### src/rtl/flatten_fc_seq_ctrl.sv
// Sequencer that gathers one image of pixels, streams the flattened vector bit-plane by
// bit-plane through the CIM tiles, then hands the result to the function unit.
module flatten_fc_seq_ctrl #(
   parameter int DATA_SIZE      = 8,
   parameter int INPUT_CHANNELS = 16,
   parameter int IMG_SIZE       = 784,
   parameter int XBAR_SIZE      = 128,
   parameter int BUS_WIDTH      = 16,
   parameter int H_CIM_TILES    = 1,
   localparam int V_CIM_TILES   = (INPUT_CHANNELS*IMG_SIZE + XBAR_SIZE - 1) / XBAR_SIZE,
   localparam int NUM_ADDR_RAW  = (INPUT_CHANNELS*IMG_SIZE + BUS_WIDTH*V_CIM_TILES - 1)
                                  / (BUS_WIDTH*V_CIM_TILES),
   localparam int NUM_ADDR      = (NUM_ADDR_RAW < 1) ? 1 : NUM_ADDR_RAW,
   localparam int COUNT_WIDTH   = (DATA_SIZE > 1) ? $clog2(DATA_SIZE) : 1,
   localparam int ADDR_WIDTH    = (NUM_ADDR > 1) ? $clog2(NUM_ADDR) : 1,
   localparam int PIX_WIDTH     = (IMG_SIZE > 1) ? $clog2(IMG_SIZE) : 1
) (
   input  logic                   clk,
   input  logic                   rst,
   input  logic                   i_start,
   output logic                   o_ready,
   input  logic [H_CIM_TILES-1:0] i_cim_ready,
   output logic                   o_cim_we,
   output logic [H_CIM_TILES-1:0] o_cim_start,
   output logic [ADDR_WIDTH-1:0]  o_addr,
   output logic [COUNT_WIDTH-1:0] o_count,
   input  logic                   i_func_ready,
   output logic                   o_func_start,
   output logic                   o_busy
);

   localparam logic [PIX_WIDTH-1:0]   PIX_LAST   = PIX_WIDTH'(IMG_SIZE - 1);
   localparam logic [ADDR_WIDTH-1:0]  ADDR_LAST  = ADDR_WIDTH'(NUM_ADDR - 1);
   localparam logic [COUNT_WIDTH-1:0] COUNT_LAST = COUNT_WIDTH'(DATA_SIZE - 1);

   typedef enum logic [2:0] {
      IDLE    = 3'd0,
      CONSUME = 3'd1,
      START   = 3'd2,
      WAIT    = 3'd3,
      FUNC    = 3'd4
   } state_t;

   state_t                 state_reg, state_next;
   logic [PIX_WIDTH-1:0]   pix_cnt_reg, pix_cnt_next;
   logic [ADDR_WIDTH-1:0]  addr_reg, addr_next;
   logic [COUNT_WIDTH-1:0] count_reg, count_next;
   logic [H_CIM_TILES-1:0] busy_seen_reg, busy_seen_next;
   logic [H_CIM_TILES-1:0] tile_done;
   logic                   all_ready;
   logic                   idle_ready;

   // A tile counts as started once it has been seen busy at any point in START.
   for (genvar gi = 0; gi < H_CIM_TILES; gi++) begin : g_tile
      assign tile_done[gi] = busy_seen_reg[gi] | ~i_cim_ready[gi];
   end

   assign all_ready  = &i_cim_ready;
   assign idle_ready = !(pix_cnt_reg == PIX_LAST && !all_ready);
   assign o_addr     = addr_reg;
   assign o_count    = count_reg;

   always_ff @(posedge clk or posedge rst) begin
      if (rst) begin
         state_reg     <= IDLE;
         pix_cnt_reg   <= '0;
         addr_reg      <= '0;
         count_reg     <= '0;
         busy_seen_reg <= '0;
      end else begin
         state_reg     <= state_next;
         pix_cnt_reg   <= pix_cnt_next;
         addr_reg      <= addr_next;
         count_reg     <= count_next;
         busy_seen_reg <= busy_seen_next;
      end
   end

   always_comb begin
      state_next     = state_reg;
      pix_cnt_next   = pix_cnt_reg;
      addr_next      = addr_reg;
      count_next     = count_reg;
      busy_seen_next = busy_seen_reg;
      o_ready        = 1'b0;
      o_busy         = 1'b0;
      o_cim_we       = 1'b0;
      o_cim_start    = '0;
      o_func_start   = 1'b0;

      case (state_reg)
         IDLE: begin
            // rst term keeps o_ready high during reset even for single-pixel images
            o_ready        = rst || idle_ready;
            addr_next      = '0;
            count_next     = '0;
            busy_seen_next = '0;
            if (i_start && idle_ready) begin
               if (pix_cnt_reg == PIX_LAST) begin
                  pix_cnt_next = '0;
                  state_next   = CONSUME;
               end else begin
                  pix_cnt_next = pix_cnt_reg + 1'b1;
               end
            end
         end
         CONSUME: begin
            o_busy   = 1'b1;
            o_cim_we = 1'b1;
            if (addr_reg != ADDR_LAST) begin
               addr_next = addr_reg + 1'b1;
            end else begin
               addr_next  = '0;
               state_next = START;
            end
         end
         START: begin
            o_busy         = 1'b1;
            o_cim_start    = ~busy_seen_reg;
            busy_seen_next = busy_seen_reg | ~i_cim_ready;
            if (&tile_done) begin
               busy_seen_next = '0;
               state_next     = WAIT;
            end
         end
         WAIT: begin
            o_busy = 1'b1;
            if (all_ready) begin
               if (count_reg != COUNT_LAST) begin
                  count_next = count_reg + 1'b1;
                  state_next = CONSUME;
               end else begin
                  state_next = FUNC;
               end
            end
         end
         FUNC: begin
            o_busy       = 1'b1;
            o_func_start = i_func_ready;
            if (i_func_ready) begin
               count_next = '0;
               state_next = IDLE;
            end
         end
         default: begin
            state_next     = IDLE;
            pix_cnt_next   = '0;
            addr_next      = '0;
            count_next     = '0;
            busy_seen_next = '0;
         end
      endcase
   end

endmodule

### config.mk
export PLATFORM = sky130hd
export DESIGN_NAME = flatten_fc_seq_ctrl
export DESIGN_NICKNAME = d
export VERILOG_FILES = /design/src/rtl/flatten_fc_seq_ctrl.sv
export SDC_FILE = /design/constraint.sdc
export NUM_CORES = 1
export LEC_CHECK = 0
export BUFFER_PORTS_ARGS = -buffer_cell sky130_fd_sc_hd__buf_2
export CORE_MARGIN = 3
export CORE_UTILIZATION = 60
export DETAILED_ROUTE_END_ITERATION = 8
export GPL_TIMING_DRIVEN = 0
export PLACE_DENSITY = 0.82
export SLEW_MARGIN = 25
export SYNTH_ARGS = -nofsm -noshare
export SYNTH_HDL_FRONTEND = slang
export SYNTH_SLANG_ARGS = --single-unit
### constraint.sdc
create_clock -name clk -period 2.71 [get_ports clk]
set_input_delay 0.1355 -clock clk [delete_from_list [all_inputs] [get_ports clk]]
set_output_delay 0.1355 -clock clk [all_outputs]
set_load 0.05 [all_outputs]
Yosys cells after proc, flatten, opt, wreduce, memory -nomap -nowiden
Cells that the tools add are included.
Word-level totals
  bits of input ports: 5
  logic and storage cells: 57
  register bits after elaboration: 19
  output and inout port bits: 11
Operators by class
  bitwise operators: 3
  mux-type cells: 21
  eq/ne operators: 14
  reductions and logical operators: 12
  add/subtract/negate cells: 3
Operator list (number)
  3-bit 2-to-1 mux: 10
  10-bit 2-to-1 mux: 2
  10-bit case mux with 2 select lines: 1
  3-bit case mux with 5 select lines: 1
  2-bit inequality test, second input constant: 7
  10-bit by 1-bit adder with 10-bit output, second input constant: 1
  10-bit == test, second input constant: 1
  3-bit case mux with 3 select lines: 1
  3-bit by 1-bit adder with 3-bit output, second input constant: 2
  3-bit by 2-bit == test with 1-bit output, second input constant: 2
  3-bit inequality test, second input constant: 2
  3-bit case mux with 2 select lines: 1
  6-bit AND reduction: 1
  1-bit 2-to-1 mux: 5
  4-bit AND reduction: 1
  4-bit OR reduction: 1
  3-bit by 1-bit == test with 1-bit output, second input constant: 1
  3-bit == test, second input constant: 1
  3-bit zero test: 1
  1-bit NOT: 3
  3-bit OR reduction: 1
  1-bit logical AND: 2
  1-bit zero test: 2
  2-bit AND reduction: 1
  other kinds (2): 2

Longest topological paths before layout
Gate-level depths: netlist of the first run.
  depth after elaboration: 6
  mapped depth: 6
  depth with buffers taken out: 6

Least setup slack after synthesis of the first run
OpenSTA, ideal clock, no wires.
  kind: reg2reg
  start point: register state_reg[2]
  end point: register state_reg[1]
  data arrival time: 2.034 ns
  cell stages (with the launch flop): 4
  setup slack: 0.606 ns
  period minus slack after synthesis: 2.104 ns
  data required time: 2.640 ns
  setup time: 0.070 ns
  buffers on the path: 1
  cells stage by stage: dfrtp_1 -> clkbuf_1 -> nor3b_1 -> a211o_1
Between the ends
  word-level cells in the longest chain between the ends: 3
  elaborated cells between the ends (all ways): 13
  classes of those cells: eq/ne (10); mux (1); reduce/logical (2)
Ends and longest elaborated chain
  start: declaration: line 44  | state_t state_reg, state_next;
  start signal: assignment: line 71  | state_reg <= state_next;
  3-bit by 1-bit == test with 1-bit output (tied with other cells): line 91  | case (state_reg)
  2-bit inequality test (no line)
  6-bit AND reduction (no line)
Parallel ways exist; a longest one is shown, timed or not.
A chain may end at the register's enable or synchronous reset.

Worst setup path in the final report of the first run
  start point: register state_reg[2]
  end point: output port o_ready
Between the ends
  word-level cells in the longest chain between the ends: 2
Ends and longest elaborated chain
  3-bit zero test: line 91
  1-bit 2-to-1 mux: line 91
  end: declaration: line 21  | output logic o_ready,
Every way passes these cells.

==> reports/metrics.cfg, run 1 <==
[sta]
worst_pin_slew_ps = 714
min_period_over_period = 0.749
max_slew_margin = 0.523
slew_violations = 0
hold_viol = 0
fmax_mhz = 493
fin_tns_setup_ps = 0
rsz0062_at_grt = no
fin_crit_ps = 2030
fin_skew_ps = 5.05
setup_ws_ps = 680
setup_viol = 0

[logic_synthesis]
syn_avg_cell_area_um2 = 9.25
synth_seq_cells = 19
netlist_area_um2 = 1210
synth_edf_count = 0
ys_types = 47
synth-seq-area-share = 0.393
async_reset_ff_frac = 1.00
synth_fp_nets = 141
netlist_instances = 131
yosys_warnings = 0
synthFlopType = dfrtp_1

[worst_setup_path]
cp.buffers_inverters = 2
path_depth = 4
critPathSlowestCell = dfrtp_1
r2r_start = o_addr[0]$_DFFE_PP0N_
critPathLaunchType = flip-flop
crit_path_end_kind = output pin
criticalPathCategory = flip-flop to output pin
r2r_cells = 6
slowest_delay_ps = 480
cp-startpoint = state_reg[2]$_DFFE_PP0P_
cp.arrival_ps = 1890
path_delay_family = buffers and inverters
required_ps = 2570
crit_path_end = o_ready
critPathMaxFanout = 10
crit_chain = clkbuf_1 > or3_1 > a31oi_1 > buf_2
reg2reg_slack_ps = 800
r2r-end = state_reg[1]$_DFFE_PP0P_

[cts]
htree_num_levels = 1
clk_pin_slew_ps = 110
numCtsBuffers = 3
cts.sinks = 19
post-cts-setup-buffers = 0
cts_buffer_depth = 2
root_buffer = clkbuf_4
cts_tree = built
clk_latency_ps = 300

[route]
route.final.wire_length_mm = 2.65
wl_met1_mm = 1.27
dr_wl_met3_um = 126
drtIter0Drc = 38
vias = 1133
wl_per_cell_um = 15.0
drc = 0
viasPerCell = 6.44
routed.top_layer = met4
route.met2.wl_mm = 1.20
first_pass_iters = 4
ant_nets = 0

[grt]
grt_pass1_wl_mm = 4.75
antenna_found_initial = 0
grt_overflow = 0
grt_max_degree = 20
grtUsageTotal = 0.241
grt_pass1_vias = 1035

[final_layout]
largest_register_ffs = 10
syn2layout_area_growth_pct = 11.9
final_core_util = 0.744
layout.nets = 162
drive_gt1_frac = 0.192
regArea_um2 = 475
fill_cells = 142
diodes = 0
multi_input_area_um2 = 696

[place]
io_buffers = 15
dp_slack_ps = 828
gp_congestion = 0.890
dp_hpwl_mm = 2.00

[power]
ir_drop_v = 0.000510
p_leak_nw = 0.678
power_density_nw_per_um2 = 466

[die]
start_util = 0.665
die_width_um = 50.9
row_count = 15
core_area_um2 = 1820
die_h_um = 50.9
die-area_um2 = 2590
pin_count = 16

[flow_run]
drv_cap = 0

[run_status]
outcome = complete, no violations

[worst_hold_path]
holdCritPathClass = input pin to flip-flop

[area by class of cell]
| class | instances | share of cell area |
|---|---|---|
| Multi-Input combinational cell | 104 | 0.513 |
| Sequential cell | 19 | 0.351 |
| Timing Repair Buffer | 16 | 0.0628 |
| Tap cell | 25 | 0.0231 |
| Buffer | 5 | 0.0212 |
| Clock buffer | 3 | 0.0166 |
| Inverter | 3 | 0.00831 |
| Clock inverter | 1 | 0.00369 |
[how the worst min path moves through the flow]
stage / cells after the start / from / end
2_1_floorplan: 1 / rst / o_addr[0]$_DFFE_PP0N_
3_3_place_gp: 2 / rst / pix_cnt_reg[2]$_DFFE_PP0P_
3_5_place_dp: 2 / rst / state_reg[1]$_DFFE_PP0P_
4_1_cts: 2 / i_func_ready / state_reg[2]$_DFFE_PP0P_
5_1_grt: 2 / i_func_ready / state_reg[2]$_DFFE_PP0P_
6_report: 2 / i_func_ready / state_reg[2]$_DFFE_PP0P_
[power by group]
part	switching, mW	internal [mW]
Sequential	0.0513	0.322
Combinational	0.0674	0.0464
Clock	0.0893	0.0551
Total	0.208	0.424
[kinds of logic after synthesis]
logic type      share of synthesized area
fa+ha+maj                          0.0517
buf+inv                            0.0331
mux                                0.0372
flops                               0.393
compound gates                      0.204
simple gates                        0.282
[routing by layer]
layer / track usage / vias to the layer above
met3: 0.0350 / 4
met5: 0 / -
met1: 0.343 / 553
met2: 0.354 / 31
met4: 0.126 / 0
li1: - / 545
[cell usage after synthesis, types with 2 or more instances]
| master | n | area (µm²) |
|---|---|---|
| a31oi_1 | 9 | 56.3 |
| nor2_1 | 14 | 52.6 |
| buf_2 | 2 | 10.0 |
| ha_1 | 5 | 62.6 |
| nand4_1 | 2 | 12.5 |
| nand2b_1 | 2 | 12.5 |
| and3_1 | 4 | 25.0 |
| nand4b_1 | 2 | 17.5 |
| a21oi_1 | 2 | 10.0 |
| o31ai_1 | 2 | 15.0 |
| mux2_1 | 3 | 33.8 |
| nand2_1 | 12 | 45.0 |
| nor3_1 | 2 | 10.0 |
| dfrtp_1 | 19 | 475 |
| or3_1 | 2 | 12.5 |
| a41oi_1 | 2 | 17.5 |
| inv_1 | 3 | 11.3 |
| nand3_1 | 6 | 30.0 |
| o41ai_1 | 2 | 17.5 |
| nor4_1 | 2 | 12.5 |
| o21ai_0 | 8 | 40.0 |
[cell usage in the layout (no fill, tap or decap), types with 3 or more instances in the layout]
cell type | synthesis | final
nand2_1 | 12 | 12
nor2_1 | 14 | 14
nand3_1 | 6 | 6
clkbuf_4 | 0 | 3
o21ai_0 | 8 | 8
buf_2 | 2 | 17
inv_1 | 3 | 3
mux2_1 | 3 | 3
a31oi_1 | 9 | 9
and3_1 | 4 | 4
dfrtp_1 | 19 | 19
ha_1 | 5 | 5
[stage by stage]
step / std cells / hold WS (ps) / area [µm²] / power, mW
2_1_floorplan: 131 / 86.6 / 1210 / 0.452
3_3_place_gp: 171 / 296 / 1320 / 0.481
3_5_place_dp: 171 / 301 / 1320 / 0.489
4_1_cts: 176 / 37.1 / 1360 / 0.636
5_1_grt: 176 / 46.9 / 1360 / 0.673
6_report: 176 / 51.9 / 1360 / 0.632
[worst register-to-register path, cell delays in order, from the launching register on]
cell,delay (ps)
dfrtp_1,420
ha_1,210
ha_1,190
mux2_2,270
a211oi_2,390
nor4_1,80
a211o_1,240
[what timing repair did]
action	in CTS	in global routing
hold buffers	1	0
endpoints found under the hold margin	19	0
endpoints found under the setup margin	0	0
resized for setup	0	0
Power figures use the tool's default switching activity.
==> run 2, diff against run 1 <==
- CORE_UTILIZATION: 60 -> 51
- PLACE_DENSITY: 0.82 -> 0.75
- clock period: 2.71 -> 1.6 ns (I/O delays scaled with it)
==> run 2 against run 1 <==
The run now ends with setup timing left. Combinational power rose to 3.2 times the previous value. Final cell count up 19%. Critical endpoint is now state_reg[1]$_DFFE_PP0P_. Clock power up 76%.
==> reports/metrics.cfg, run 2 (synthesis results as in run 1) <==
[run_status]
outcome = finished with violations
violations = setup timing

[final_layout]
layout.nets = 193
drive_gt1_frac = 0.533
final_cell_mix = 27 x buf_4, 13 x dfrtp_1, 12 x nand2_1, 12 x buf_2, 11 x buf_6
design_area_um2 = 1930
syn2layout_area_growth_pct = 59.0
final_common_cell = buf_4
largest_register_ffs = 10
final_core_util = 0.862
diodes = 0

[grt]
grt_pass1_wl_mm = 6.07
antenna_found_initial = 0
grtUsageTotal = 0.282
grt_pass1_vias = 1313
grt_max_degree = 20
grt_overflow = 0

[sta]
slew_violations = 0
fin_skew_ps = 12.6
worst_pin_slew_ps = 730
fin_crit_ps = 1750
fmax_mhz = 571
fin_tns_setup_ps = -1200
max_slew_margin = 0.513
setup_ws_ps = -152
hold_viol = 0
setup_viol = 18
rsz0062_at_grt = yes
min_period_over_period = 1.10

[place]
io_buffers = 15
gp_congestion = 0.839
dp_hpwl_mm = 2.07
place_area_um2 = 1420

[die]
die_h_um = 54.7
row_count = 17
die_width_um = 54.7
core_area_um2 = 2230
pin_count = 16
start_util = 0.542
die-area_um2 = 3000

[route]
viasPerCell = 6.41
drtIter0Drc = 51
first_pass_iters = 4
route.final.wire_length_mm = 4.09
drc = 0
ant_nets = 0
wl_per_cell_um = 19.5
vias = 1346

[worst_setup_path]
cp.buffers_inverters = 0
critPathLaunchType = flip-flop
cp.arrival_ps = 1950
path_delay_family = compound AO/OA/AOI/OAI gates
critPathMaxFanout = 3
path_depth = 6
reg2reg_slack_ps = -150
slowest_delay_ps = 450
criticalPathCategory = flip-flop to flip-flop
r2r_start = o_addr[1]$_DFFE_PP0N_
r2r_cells = 6
crit_chain = ha_4 > ha_4 > mux2_4 > a211oi_4 > nor4_1 > a211o_1
critPathSlowestCell = dfrtp_2
required_ps = 1800
cp-startpoint = o_addr[1]$_DFFE_PP0N_
critPathMostFrequentCell = ha_4
crit_path_end_kind = flip-flop

[cts]
numCtsBuffers = 3
cts_tree = built
cts.sinks = 19
root_buffer = clkbuf_4
htree_num_levels = 1
clk_latency_ps = 300
clk_pin_slew_ps = 120
cts_buffer_depth = 2

[worst_hold_path]
holdCritPathClass = input pin to flip-flop
holdPathStages = 2
hold_path_startpoint = i_func_ready

[flow_run]
drv_cap = 0

[power]
total_power_mw = 1.25
power_density_nw_per_um2 = 651
ir_drop_v = 0.000587
p_leak_nw = 0.906

run 2: changes by cell type in the layout (fill, tap and decap cells not counted), sizes merged:
| cell | previous run | this run |
|---|---|---|
| clkbuf | 4 | 3 |
| buf | 19 | 51 |
run 2: stage by stage:
step	setup WS, ps	hold slack (ps)	std cells
after floorplan	-223	30.9	131
after global placement	-148	260	174
after detailed placement	-162	260	174
after CTS	-101	20.3	204
after global routing	-200	43.0	210
final	-152	28.1	210
run 2: report_power, final:
group	switching, mW	internal [mW]
combinational	0.194	0.169
clock	0.160	0.0931
sequential	0.0921	0.546
run 2: worst paths after layout:
check,endpoint
max,state_reg[1]$_DFFE_PP0P_
min,state_reg[2]$_DFFE_PP0P_
max reg2reg,state_reg[1]$_DFFE_PP0P_
min reg2reg,o_count[0]$_DFFE_PP0P_
max in group asynchronous,o_count[0]$_DFFE_PP0P_
min in group asynchronous,pix_cnt_reg[0]$_DFFE_PP0P_
run 2: final cells by class:
cell class | count | area [µm²]
clock buffers | 3 | 22.5
inverters | 3 | 11.3
fillers | 113 | 308
clock inverters | 1 | 5.00
well taps | 28 | 35.0
flip-flops and latches | 19 | 483
plain buffers | 5 | 53.8
multi-input cells | 104 | 957
repair buffers | 47 | 358
run 2: worst register-to-register path: cells and delay by family, from the launching register on:
kind	cells	cell delay, ps
AO/OA/AOI/OAI	2	510
flip-flops	1	450
adder cells (fa/ha/maj)	2	320
multiplexers	1	270
AND/OR/NAND/NOR	1	90
run 2: per-layer routing:
layer | track usage | up-vias | routed length (µm)
met3 | 0.0545 | 24 | 203
li1 | - | 602 | -
met2 | 0.476 | 63 | 2080
met4 | 0.141 | 0 | 140
met1 | 0.337 | 657 | 1670
met5 | 0 | - | 0
run 2: repair_timing:
action | in CTS | in global routing
hold buffers | 1 | 0
setup buffers | 24 | 7
endpoints found under the setup margin | 20 | 21
cloned | 1 | 0
gates resized for setup | 37 | 24
endpoints found under the hold margin | 19 | 0
pin swaps | 23 | 13
==> run 3, diff against run 2 <==
- BUFFER_PORTS_ARGS: -buffer_cell sky130_fd_sc_hd__buf_2 -> default
- CORE_UTILIZATION: 51 -> 55
- DONT_BUFFER_PORTS: default -> 1
- PLACE_DENSITY: 0.75 -> 0.76
==> run 3 against run 2 <==
The run still ends with setup timing left. Largest power group unchanged. Routed wire length increased by 19%. Final cell count is 7.1% lower. Critical endpoint is now state_reg[0]$_DFFE_PP0P_. Worst setup slack worse by 160 ps. Largest cell class unchanged. Power is 1.6% higher.
==> reports/metrics.cfg, run 3 (synthesis results as in run 1) <==
[grt]
grt_max_degree = 20
grt_pass1_vias = 1306
grtUsageTotal = 0.301
antenna_found_initial = 0
grt_overflow = 0
grt_pass1_wl_mm = 6.11

[cts]
clk_latency_ps = 300
cts.sinks = 19
numCtsBuffers = 3
cts_tree = built
htree_num_levels = 1
cts_buffer_depth = 2
clk_pin_slew_ps = 120
root_buffer = clkbuf_4

[worst_hold_path]
hold_path_startpoint = i_start
holdCritPathClass = input pin to flip-flop
holdPathStages = 3
hold-path-endpoint = pix_cnt_reg[2]$_DFFE_PP0P_

[power]
p_seq_frac = 0.495
p_clk_frac = 0.203
p_sw_frac = 0.373
power_frac_comb = 0.303
power_density_nw_per_um2 = 689
p_sw_uw = 474
p_leak_nw = 0.796
p_int_uw = 799
ir_drop_v = 0.000619

[die]
die_width_um = 52.9
core_area_um2 = 2020
die_h_um = 52.9
start_util = 0.599
die-area_um2 = 2800
row_count = 16
pin_count = 16

[sta]
setup_viol = 20
fmax_mhz = 522
hold_viol = 0
worst_pin_slew_ps = 789
slew_violations = 0
fin_skew_ps = 2.70
fin_crit_ps = 1920
max_slew_margin = 0.474
setup_ws_ps = -317
min_period_over_period = 1.20
rsz0062_at_grt = yes

[worst_setup_path]
criticalPathCategory = flip-flop to flip-flop
cp.arrival_ps = 2100
r2r-end = state_reg[0]$_DFFE_PP0P_
critPathLaunchType = flip-flop
crit_path_end_kind = flip-flop
path_delay_family = flip-flops
cp.buffers_inverters = 1
r2r_start = o_addr[0]$_DFFE_PP0N_
r2r_cells = 7
path_depth = 7
slowest_delay_ps = 560
critPathMaxFanout = 4
reg2reg_slack_ps = -320
required_ps = 1790
crit_chain = ha_4 > ha_4 > mux2_4 > a211oi_4 > buf_4 > o31ai_2 > o41ai_2
critPathMostFrequentCell = ha_4
critPathSlowestCell = dfrtp_2

[final_layout]
largest_register_ffs = 10
drive_gt1_frac = 0.506
final_cell_mix = 22 x buf_4, 13 x dfrtp_1, 11 x nand2_1, 11 x buf_6, 9 x nor2_1
final_common_cell = buf_4
fill_cells = 72
layout.nets = 179
syn2layout_area_growth_pct = 52.7
diodes = 0
design_area_um2 = 1850

[route]
wl_per_cell_um = 25.0
route.final.wire_length_mm = 4.88
first_pass_iters = 4
vias = 1425
viasPerCell = 7.31
ant_nets = 0
drtIter0Drc = 72
drc = 0

[place]
dp_slack_ps = -388
gp_congestion = 0.826
io_buffers = 0
dp_hpwl_mm = 1.94
place_area_um2 = 1340

[flow_run]
drv_cap = 0

[run_status]
outcome = finished with violations
violations = setup timing

-- run 3: cell count changes in the layout (fill, tap and decap cells not counted), sizes merged --
| cell | previous run | this run |
|---|---|---|
| clkbuf | 3 | 4 |
| buf | 51 | 35 |
| dlygate4sd3 | 1 | 3 |
| clkinv | 1 | 0 |
-- run 3: layout make-up --
type | count | area [µm²] | share of cell area
inverter | 3 | 11.3 | 0.00609
tap | 27 | 33.8 | 0.0183
timing repair buffer | 33 | 289 | 0.156
clock buffer | 4 | 26.3 | 0.0142
buffer | 5 | 50.0 | 0.0271
sequential | 19 | 483 | 0.261
multi-input combinational | 104 | 956 | 0.517
-- run 3: worst max-delay path by stage --
stage / slack [ps] / from / endpoint
final: -320 / o_addr[0]$_DFFE_PP0N_ / state_reg[0]$_DFFE_PP0P_
after global routing: -370 / o_addr[0]$_DFFE_PP0N_ / state_reg[0]$_DFFE_PP0P_
after CTS: -270 / o_addr[0]$_DFFE_PP0N_ / state_reg[1]$_DFFE_PP0P_
after detailed placement: -390 / state_reg[2]$_DFFE_PP0P_ / o_addr[1]$_DFFE_PP0N_
after global placement: -350 / state_reg[2]$_DFFE_PP0P_ / o_addr[1]$_DFFE_PP0N_
after floorplan: -220 / o_addr[0]$_DFFE_PP0N_ / state_reg[1]$_DFFE_PP0P_
-- run 3: what timing repair did --
action,in CTS,in global routing
setup buffers,24,6
gates resized for setup,24,39
setup endpoints to repair,21,21
cloned,0,1
hold buffers,3,0
endpoints found under the hold margin,25,0
pin swaps,15,24
-- run 3: power groups by stage --
stage | logic [mW] | clock network, mW | registers [mW]
2_1_floorplan | 0.149 | 0 | 0.618
3_3_place_gp | 0.172 | 0 | 0.635
3_5_place_dp | 0.177 | 0 | 0.639
4_1_cts | 0.267 | 0.257 | 0.612
5_1_grt | 0.415 | 0.267 | 0.637
6_report | 0.385 | 0.258 | 0.630
-- run 3: routing by layer --
metal | vias to the layer above | track usage | wire [µm]
li1 | 579 | - | -
met2 | 121 | 0.523 | 2310
met3 | 43 | 0.0507 | 506
met4 | 0 | 0.170 | 325
met5 | - | 0 | 0
met1 | 682 | 0.345 | 1740
-- run 3: tightest hold or removal path: cells and delay by family --
family / cells / cell delay [ps]
simple gates: 2 / 210
compound gates: 1 / 50
-- run 3: through the flow --
| stage | setup TNS [ps] | cells | hold slack [ps] | power (mW) | utilization |
|---|---|---|---|---|---|
| 4_1_cts | -1480 | 189 | 13.7 | 1.14 | 0.826 |
| 3_3_place_gp | -1960 | 158 | 136 | 0.807 | 0.664 |
| 3_5_place_dp | -2170 | 158 | 142 | 0.815 | 0.664 |
| 6_report | -3320 | 195 | 68.3 | 1.27 | 0.915 |
| 2_1_floorplan | -751 | 131 | 30.9 | 0.767 | - |
| 5_1_grt | -4160 | 195 | 70.7 | 1.32 | 0.915 |
